### src/rtl/apb_reg_bridge.sv
// rtl/apb_reg_bridge.sv - APB slave front end for the general-purpose register bank
//
// Purpose: decodes one APB transfer at a time, latches address/write data for
// the bank, issues a one-cycle read or write strobe, inserts the wait states
// the bank needs and returns read data or an out-of-range error response.
//
// Ports:
//   SYS_CLK    in   clock, rising edge
//   rst        in   asynchronous active-high reset
//   PSEL       in   slave select
//   PENABLE    in   access phase indicator
//   PWRITE     in   1 = write, 0 = read
//   PADDR      in   register address
//   PWDATA     in   write data
//   PRDATA     out  read data, non-zero only on the completing cycle of a good read
//   PREADY     out  transfer complete
//   PSLVERR    out  error response, qualified by PREADY
//   read_flag  out  one-cycle read strobe to the bank
//   write_flag out  one-cycle write strobe to the bank
//   amba_addr  out  latched transfer address
//   data_in    out  latched write data
//   reg_rdata  in   bank read data (OR of all registers' data_out)

module apb_reg_bridge #(
  parameter int DATA_WIDTH = 8,
  parameter int NUM_REGS   = 16
) (
  input  logic                  SYS_CLK,
  input  logic                  rst,
  input  logic                  PSEL,
  input  logic                  PENABLE,
  input  logic                  PWRITE,
  input  logic [DATA_WIDTH-1:0] PADDR,
  input  logic [DATA_WIDTH-1:0] PWDATA,
  output logic [DATA_WIDTH-1:0] PRDATA,
  output logic                  PREADY,
  output logic                  PSLVERR,
  output logic                  read_flag,
  output logic                  write_flag,
  output logic [DATA_WIDTH-1:0] amba_addr,
  output logic [DATA_WIDTH-1:0] data_in,
  input  logic [DATA_WIDTH-1:0] reg_rdata
);

  localparam logic [2:0] S_IDLE  = 3'd0;
  localparam logic [2:0] S_WRITE = 3'd1;
  localparam logic [2:0] S_READ  = 3'd2;
  localparam logic [2:0] S_RWAIT = 3'd3;
  localparam logic [2:0] S_ERR   = 3'd4;
  localparam logic [2:0] S_DONE  = 3'd5;

  // One extra bit so NUM_REGS = 2^DATA_WIDTH is representable and never
  // matched by any address.
  localparam logic [DATA_WIDTH:0] LP_NUM_REGS = NUM_REGS[DATA_WIDTH:0];

  logic [2:0]            r_state;
  logic [2:0]            w_state_nxt;
  logic                  r_dir;
  logic                  r_err;
  logic [DATA_WIDTH-1:0] r_addr;
  logic [DATA_WIDTH-1:0] r_wdata;
  logic [DATA_WIDTH-1:0] r_rdata;

  logic w_setup;
  logic w_addr_bad;
  logic w_done;

  assign w_setup    = PSEL & ~PENABLE;
  assign w_addr_bad = ({1'b0, PADDR} >= LP_NUM_REGS);
  assign w_done     = (r_state == S_DONE);

  always_comb begin
    w_state_nxt = S_IDLE;
    case (r_state)
      S_IDLE: begin
        if (w_setup) begin
          if (w_addr_bad)  w_state_nxt = S_ERR;
          else if (PWRITE) w_state_nxt = S_WRITE;
          else             w_state_nxt = S_READ;
        end
      end
      // Dropping PSEL anywhere in the transfer abandons it without a response.
      S_WRITE: w_state_nxt = PSEL ? S_DONE  : S_IDLE;
      S_READ:  w_state_nxt = PSEL ? S_RWAIT : S_IDLE;
      S_RWAIT: w_state_nxt = PSEL ? S_DONE  : S_IDLE;
      S_ERR:   w_state_nxt = PSEL ? S_DONE  : S_IDLE;
      default: w_state_nxt = S_IDLE;
    endcase
  end

  always_ff @(posedge SYS_CLK or posedge rst) begin
    if (rst) begin
      r_state <= S_IDLE;
      r_dir   <= 1'b0;
      r_err   <= 1'b0;
      r_addr  <= '0;
      r_wdata <= '0;
      r_rdata <= '0;
    end else begin
      r_state <= w_state_nxt;
      if (r_state == S_IDLE && w_setup) begin
        r_addr  <= PADDR;
        r_wdata <= PWDATA;
        r_dir   <= PWRITE;
        r_err   <= w_addr_bad;
      end else if (w_state_nxt == S_IDLE) begin
        r_err   <= 1'b0;
      end
      // The bank registered its data_out at the end of READ, so it is
      // stable throughout RWAIT.
      if (r_state == S_RWAIT) begin
        r_rdata <= reg_rdata;
      end
    end
  end

  assign PREADY     = w_done;
  assign PSLVERR    = w_done & r_err;
  assign PRDATA     = (w_done & ~r_dir & ~r_err) ? r_rdata : '0;
  assign read_flag  = (r_state == S_READ);
  assign write_flag = (r_state == S_WRITE);
  assign amba_addr  = r_addr;
  assign data_in    = r_wdata;

endmodule

### config.mk
export PLATFORM = sky130hd
export DESIGN_NAME = apb_reg_bridge
export DESIGN_NICKNAME = d
export VERILOG_FILES = /design/src/rtl/apb_reg_bridge.sv
export SDC_FILE = /design/constraint.sdc
export NUM_CORES = 1
export LEC_CHECK = 0
export BUFFER_PORTS_ARGS = -buffer_cell sky130_fd_sc_hd__buf_2
export CAP_MARGIN = 5
export CORE_MARGIN = 2
export CORE_UTILIZATION = 40
export CTS_CLUSTER_DIAMETER = 30
export DETAILED_ROUTE_END_ITERATION = 10
export PLACE_DENSITY_LB_ADDON = 0.25
export SETUP_SLACK_MARGIN = 0.2
export SLEW_MARGIN = 40
export SYNTH_ARGS = -nofsm -noshare
export SYNTH_HDL_FRONTEND = slang
export SYNTH_SLANG_ARGS = --single-unit
### constraint.sdc
create_clock -name SYS_CLK -period 1.6 [get_ports SYS_CLK]
set_input_delay 0.16 -clock SYS_CLK [delete_from_list [all_inputs] [get_ports SYS_CLK]]
set_output_delay 0.16 -clock SYS_CLK [all_outputs]
set_load 0.005 [all_outputs]
### Yosys cells after proc, flatten, opt, wreduce, memory -nomap -nowiden

Cells that the tools add are included.

| operators by class | value |
|---|---|
| add/subtract/negate cells | 0 |
| $mul | 0 |
| div/mod/pow operators | 0 |
| order comparisons | 1 |
| equal/unequal tests | 5 |
| shifts and indexed selects | 0 |
| multiplexer cells | 9 |
| bitwise logic cells | 7 |
| reductions and logical operators | 5 |

Operators with widths:

| operator | number |
|---|---|
| $mux 3 | 3 |
| $pmux 3 s3 | 1 |
| $ge 8x5->1 const B | 1 |
| $mux 8 | 1 |
| $eq 3x2->1 const B | 2 |
| $eq 3x3->1 const B | 2 |
| $logic_not 3->1 | 2 |
| $and 1x1->1 | 4 |
| $mux 2 | 2 |
| $eq 3x1->1 const B | 1 |
| $not 1->1 | 3 |
| $reduce_or 3->1 | 1 |
| $mux 1 | 2 |
| $reduce_bool 2->1 | 1 |
| $logic_and 1x1->1 | 1 |

| storage, ports and cells | value |
|---|---|
| flip-flop bits (word level) | 29 |
| bits in latches | 0 |
| RAM bits | 0 |
| bits in read-only memories | 0 |
| bits of input ports | 29 |
| output and inout port bits | 28 |
| logic and storage cells | 33 |
| memories kept | 0 |

### Depth between registers and ports, before layout

| depth | value |
|---|---|
| word-level depth | 7 |
| gate-level depth with buffers | 5 |
| gate-level depth less buffers | 3 |

### Least setup slack after synthesis

Ideal clock, no wire load.

| timing path | value |
|---|---|
| path kind | flip-flop to flip-flop |
| start point | reg r_state[0] |
| end point | reg r_addr[0] (netlist: amba_addr[0]) |
| library setup time | 125 ps |
| data arrival time | 1,207 ps |
| required time | 1,475 ps |
| path slack | 268 ps |
| cell stages (with the launch flop) | 6 |
| buffers on the path | 2 |
| period minus slack after synthesis | 1,332 ps |
| cells stage by stage | dfrtp_1 buf_6 nor2_2 nand3_2 buf_6 mux2_2 |

| between the ends | value |
|---|---|
| longest elaborated chain between the ends | 2 |

Ends and longest elaborated chain:

| what | RTL line | text |
|---|---|---|
| start: declaration | 56 | `logic [2:0] r_state;` |
| start signal: assignment | 100 | `r_state <= w_state_nxt;` |
| $logic_not 3->1 | 101 | `if (r_state == S_IDLE && w_setup) begin` |
| $logic_and 1x1->1 | 101 |  |
| end signal: assignment | 96 | `r_addr <= '0;` |
| end signal: assignment | 102 | `r_addr <= PADDR;` |
| end: declaration | 60 | `logic [DATA_WIDTH-1:0] r_addr;` |

Every way passes these cells.
A chain may end at the register's enable or synchronous reset.

### Worst setup path in the final report

| timing path | value |
|---|---|
| start point | reg r_state[1] |
| end point | out PRDATA[0] |

| between the ends | value |
|---|---|
| longest elaborated chain between the ends | 4 |

Ends and longest elaborated chain:

| what | RTL line | text |
|---|---|---|
| $eq 3x3->1 | 70 | `assign w_done = (r_state == S_DONE);` |
| $and 1x1->1 (2 in series) | 119 | `assign PRDATA = (w_done & ~r_dir & ~r_err) ? r_rdata : '0;` |
| $mux 8 | 119 |  |
| end: declaration | 35 | `output logic [DATA_WIDTH-1:0] PRDATA,` |

Every way passes these cells.

==> reports/metrics.csv <==
metric;value;unit
worst_setup_path_start_kind;register;
syn_avg_cell_area;14.23;sq um
finalHoldViolations;0;
pin_count;57;
setup_repair_after_global_routing_missed_its_margin;yes;
setup-violations-final;8;
rr_startpoint;r_state[0]$_DFF_PP0_;
timing.clock.skew;0.006557;ns
vias;994;
synth_seq_cells;29;
syn2layout_area_growth;50.40;%
max_freq;0.5948;GHz
number_of_diodes;0;
final-max-slew-violation-count;0;
critPathArrivalTime;1.52;ns
dieHeight;60.27;um
worst_slack;-0.08112;ns
detail_route.first_pass.iterations;4;
reg2reg_slack;0.12;ns
syn-num-nets;118;
drc;0;
crit_path_start;r_state[1]$_DFF_PP0_;
global_route_wire_length_before_repair;4402;um
buffer_ports.inserted;56;
critical_path.slowest_cell;dfrtp_1;
placement_rows;20;
crit_path_end_kind;output pin;
worst_ep_required_time;1.44;ns
finalSetupTns;-0.4625;ns
wl_per_cell;14.29;um
synth_top_cell_area_share;0.5731;
placeableCoreArea;3028;sq um
max_slew.worst_pin.slew;0.3643;ns
clock_sinks;29;
peakVddDrop;0.6871;mV
clock_latency;0.32;ns
netlist_area;1266;sq um
dp.cells;190;
die_width;60.27;um
relSlewSlack;0.7569;
p_leak;0.001031;uW
crit_path_max_fanout;8;
postRouteAntennaNets;0;
hold-worst-slack;0.06333;ns
area_leader_netlist;dfrtp_1;
cp_slowest_stage_delay;0.38;ns
final_common_cell;buf_2;
ctsLongestPathBuffers;2;
nets;191;
place.gp.congestion;0.8351;
finalWorstPathRequiredPeriod;1.681;ns
yosysWarningCount;0;
routed_wirelength;2959;um
cts_tree;done;
outcome;finished, violations left;
netlist_top_cells_area;dfrtp_1 57%, mux2_2 22%, and2_1 4.9%;
fillers;251;
worstHoldPathType;input pin to register;
crit_type;register to output pin;
violations_in_the_final_reports;setup timing;
h-tree-depth;2;
instances_no_fill;207;
cts-root-buf;clkbuf_4;
grt_usage;0.1716;
hold_path_startpoint;PWDATA[0];
vias_in_the_first_global_route;983;
p_per_area;1007;nW/um^2
dieArea;3632;sq um
final_cell_mix;54 x buf_2, 28 x dfrtp_1, 21 x mux2_4;
crit_path_cell_trace;and3b_2, nor3b_4, and2_1, buf_2;
antenna_violations_before_repair;0;
grt_start_max_net_pins;21;
via_per_instance_ratio;4.802;
clkSlewWorstSetupHoldPaths;0.09;ns
synth.lib_cells_used.distinct;24;
synth.yosys.seq_area_share;0.5731;
grt-ovfl-total;0;
layout_cell_share_with_drive_strength_beyond_1;0.6687;
fin_util;0.6289;
start_util;0.4182;
detailedRoute.firstIterationViolations;46;
numCtsBuffers;5;
max_cap_violations;0;
syn_inst;89;
timing.final.crit_share;1.051;
cell families after synthesis:
family                 Yosys count  share of synthesized area
and+or+nand+nor                 26                     0.1482
AOI/OAI and AO/OA                4                    0.02372
DFF                             29                     0.5731
buffers and inverters            4                    0.02470
muxes                           26                     0.2302
where the power goes:
part,total [uW],switching [uW],internal [uW],leakage [uW]
sequential,963,85.2,878,0.000345
clock,411,236,175,0.0000265
combinational,543,190,353,0.000660
total,1920,512,1410,0.00103
final timing paths:
| path | endpoint | depth (start not counted) |
|---|---|---|
| min in group asynchronous | data_in[0]$_DFFE_PP0P_ | 3 |
| max reg2reg | data_in[7]$_DFFE_PP0P_ | 6 |
| max | PRDATA[0] | 4 |
| max in group asynchronous | r_state[2]$_DFF_PP0_ | 4 |
| min | data_in[0]$_DFFE_PP0P_ | 2 |
| min reg2reg | data_in[2]$_DFFE_PP0P_ | 1 |
through the flow:
| step | cell area, sq um | total power [uW] | setup slack [ns] |
|---|---|---|---|
| finish | 1904 | 1918 | -0.08112 |
| detailed placement | 1617 | 1384 | 0.1217 |
| global route | 1904 | 2038 | -0.1640 |
| floorplan | 1266 | 1170 | 0.2685 |
| global placement | 1617 | 1364 | 0.2107 |
| CTS | 1780 | 1842 | -0.07344 |
synth_stat cells:
cell      count
nand4b_1      2
nor2b_4       1
o21ai_0       2
buf_6         2
and2_1       10
mux2_2       25
nor2_1        1
nor3_1        2
o211a_1       1
o311a_1       1
buf_2         1
nand3b_1      1
mux2i_1       1
nor3b_2       1
nor3b_1       1
and3_1        1
and3b_1       1
dfrtp_1      29
nand2b_1      1
nand2_1       1
inv_1         1
nor2_2        1
nand3_2       1
or4_4         1
state kept, by name, indices dropped and copies added, names as in the netlist:
signal     count
r_state        3
r_rdata        8
amba_addr      8
r_dir          1
r_err          1
data_in        8
layout make-up:
cell class,instances,area [sq um],share of cell area
Timing Repair Buffer,69,441.7,0.2319
Inverter,1,3.754,0.001971
Multi-Input combinational cell,56,628.1,0.3298
Sequential cell,29,726.9,0.3817
Clock buffer,8,48.80,0.02562
Tap cell,44,55.05,0.02891
layer usage:
| metal | up-vias | part of all wire | track usage |
|---|---|---|---|
| met2 | 37 | 0.52 | 0.2811 |
| met5 | - | 0 | 0 |
| met4 | 0 | 0.0088 | 0.07619 |
| met3 | 6 | 0.062 | 0.06277 |
| li1 | 465 | - | - |
| met1 | 486 | 0.41 | 0.2000 |
repair_timing:
action	CTS	global route
hold endpoints to repair	9	0
setup buffers	4	3
pin swaps	8	9
hold buffers	1	0
endpoints found under the setup margin	11	38
cloned	0	1
gates resized for setup	20	18
worst max-delay path, delay by kind of cell (launching register included):
kind	cells	cell delay (ns)
buffers and inverters	1	0.12
DFF	1	0.38
and+or+nand+nor	3	0.70
(Power assumes the default switching activity.)
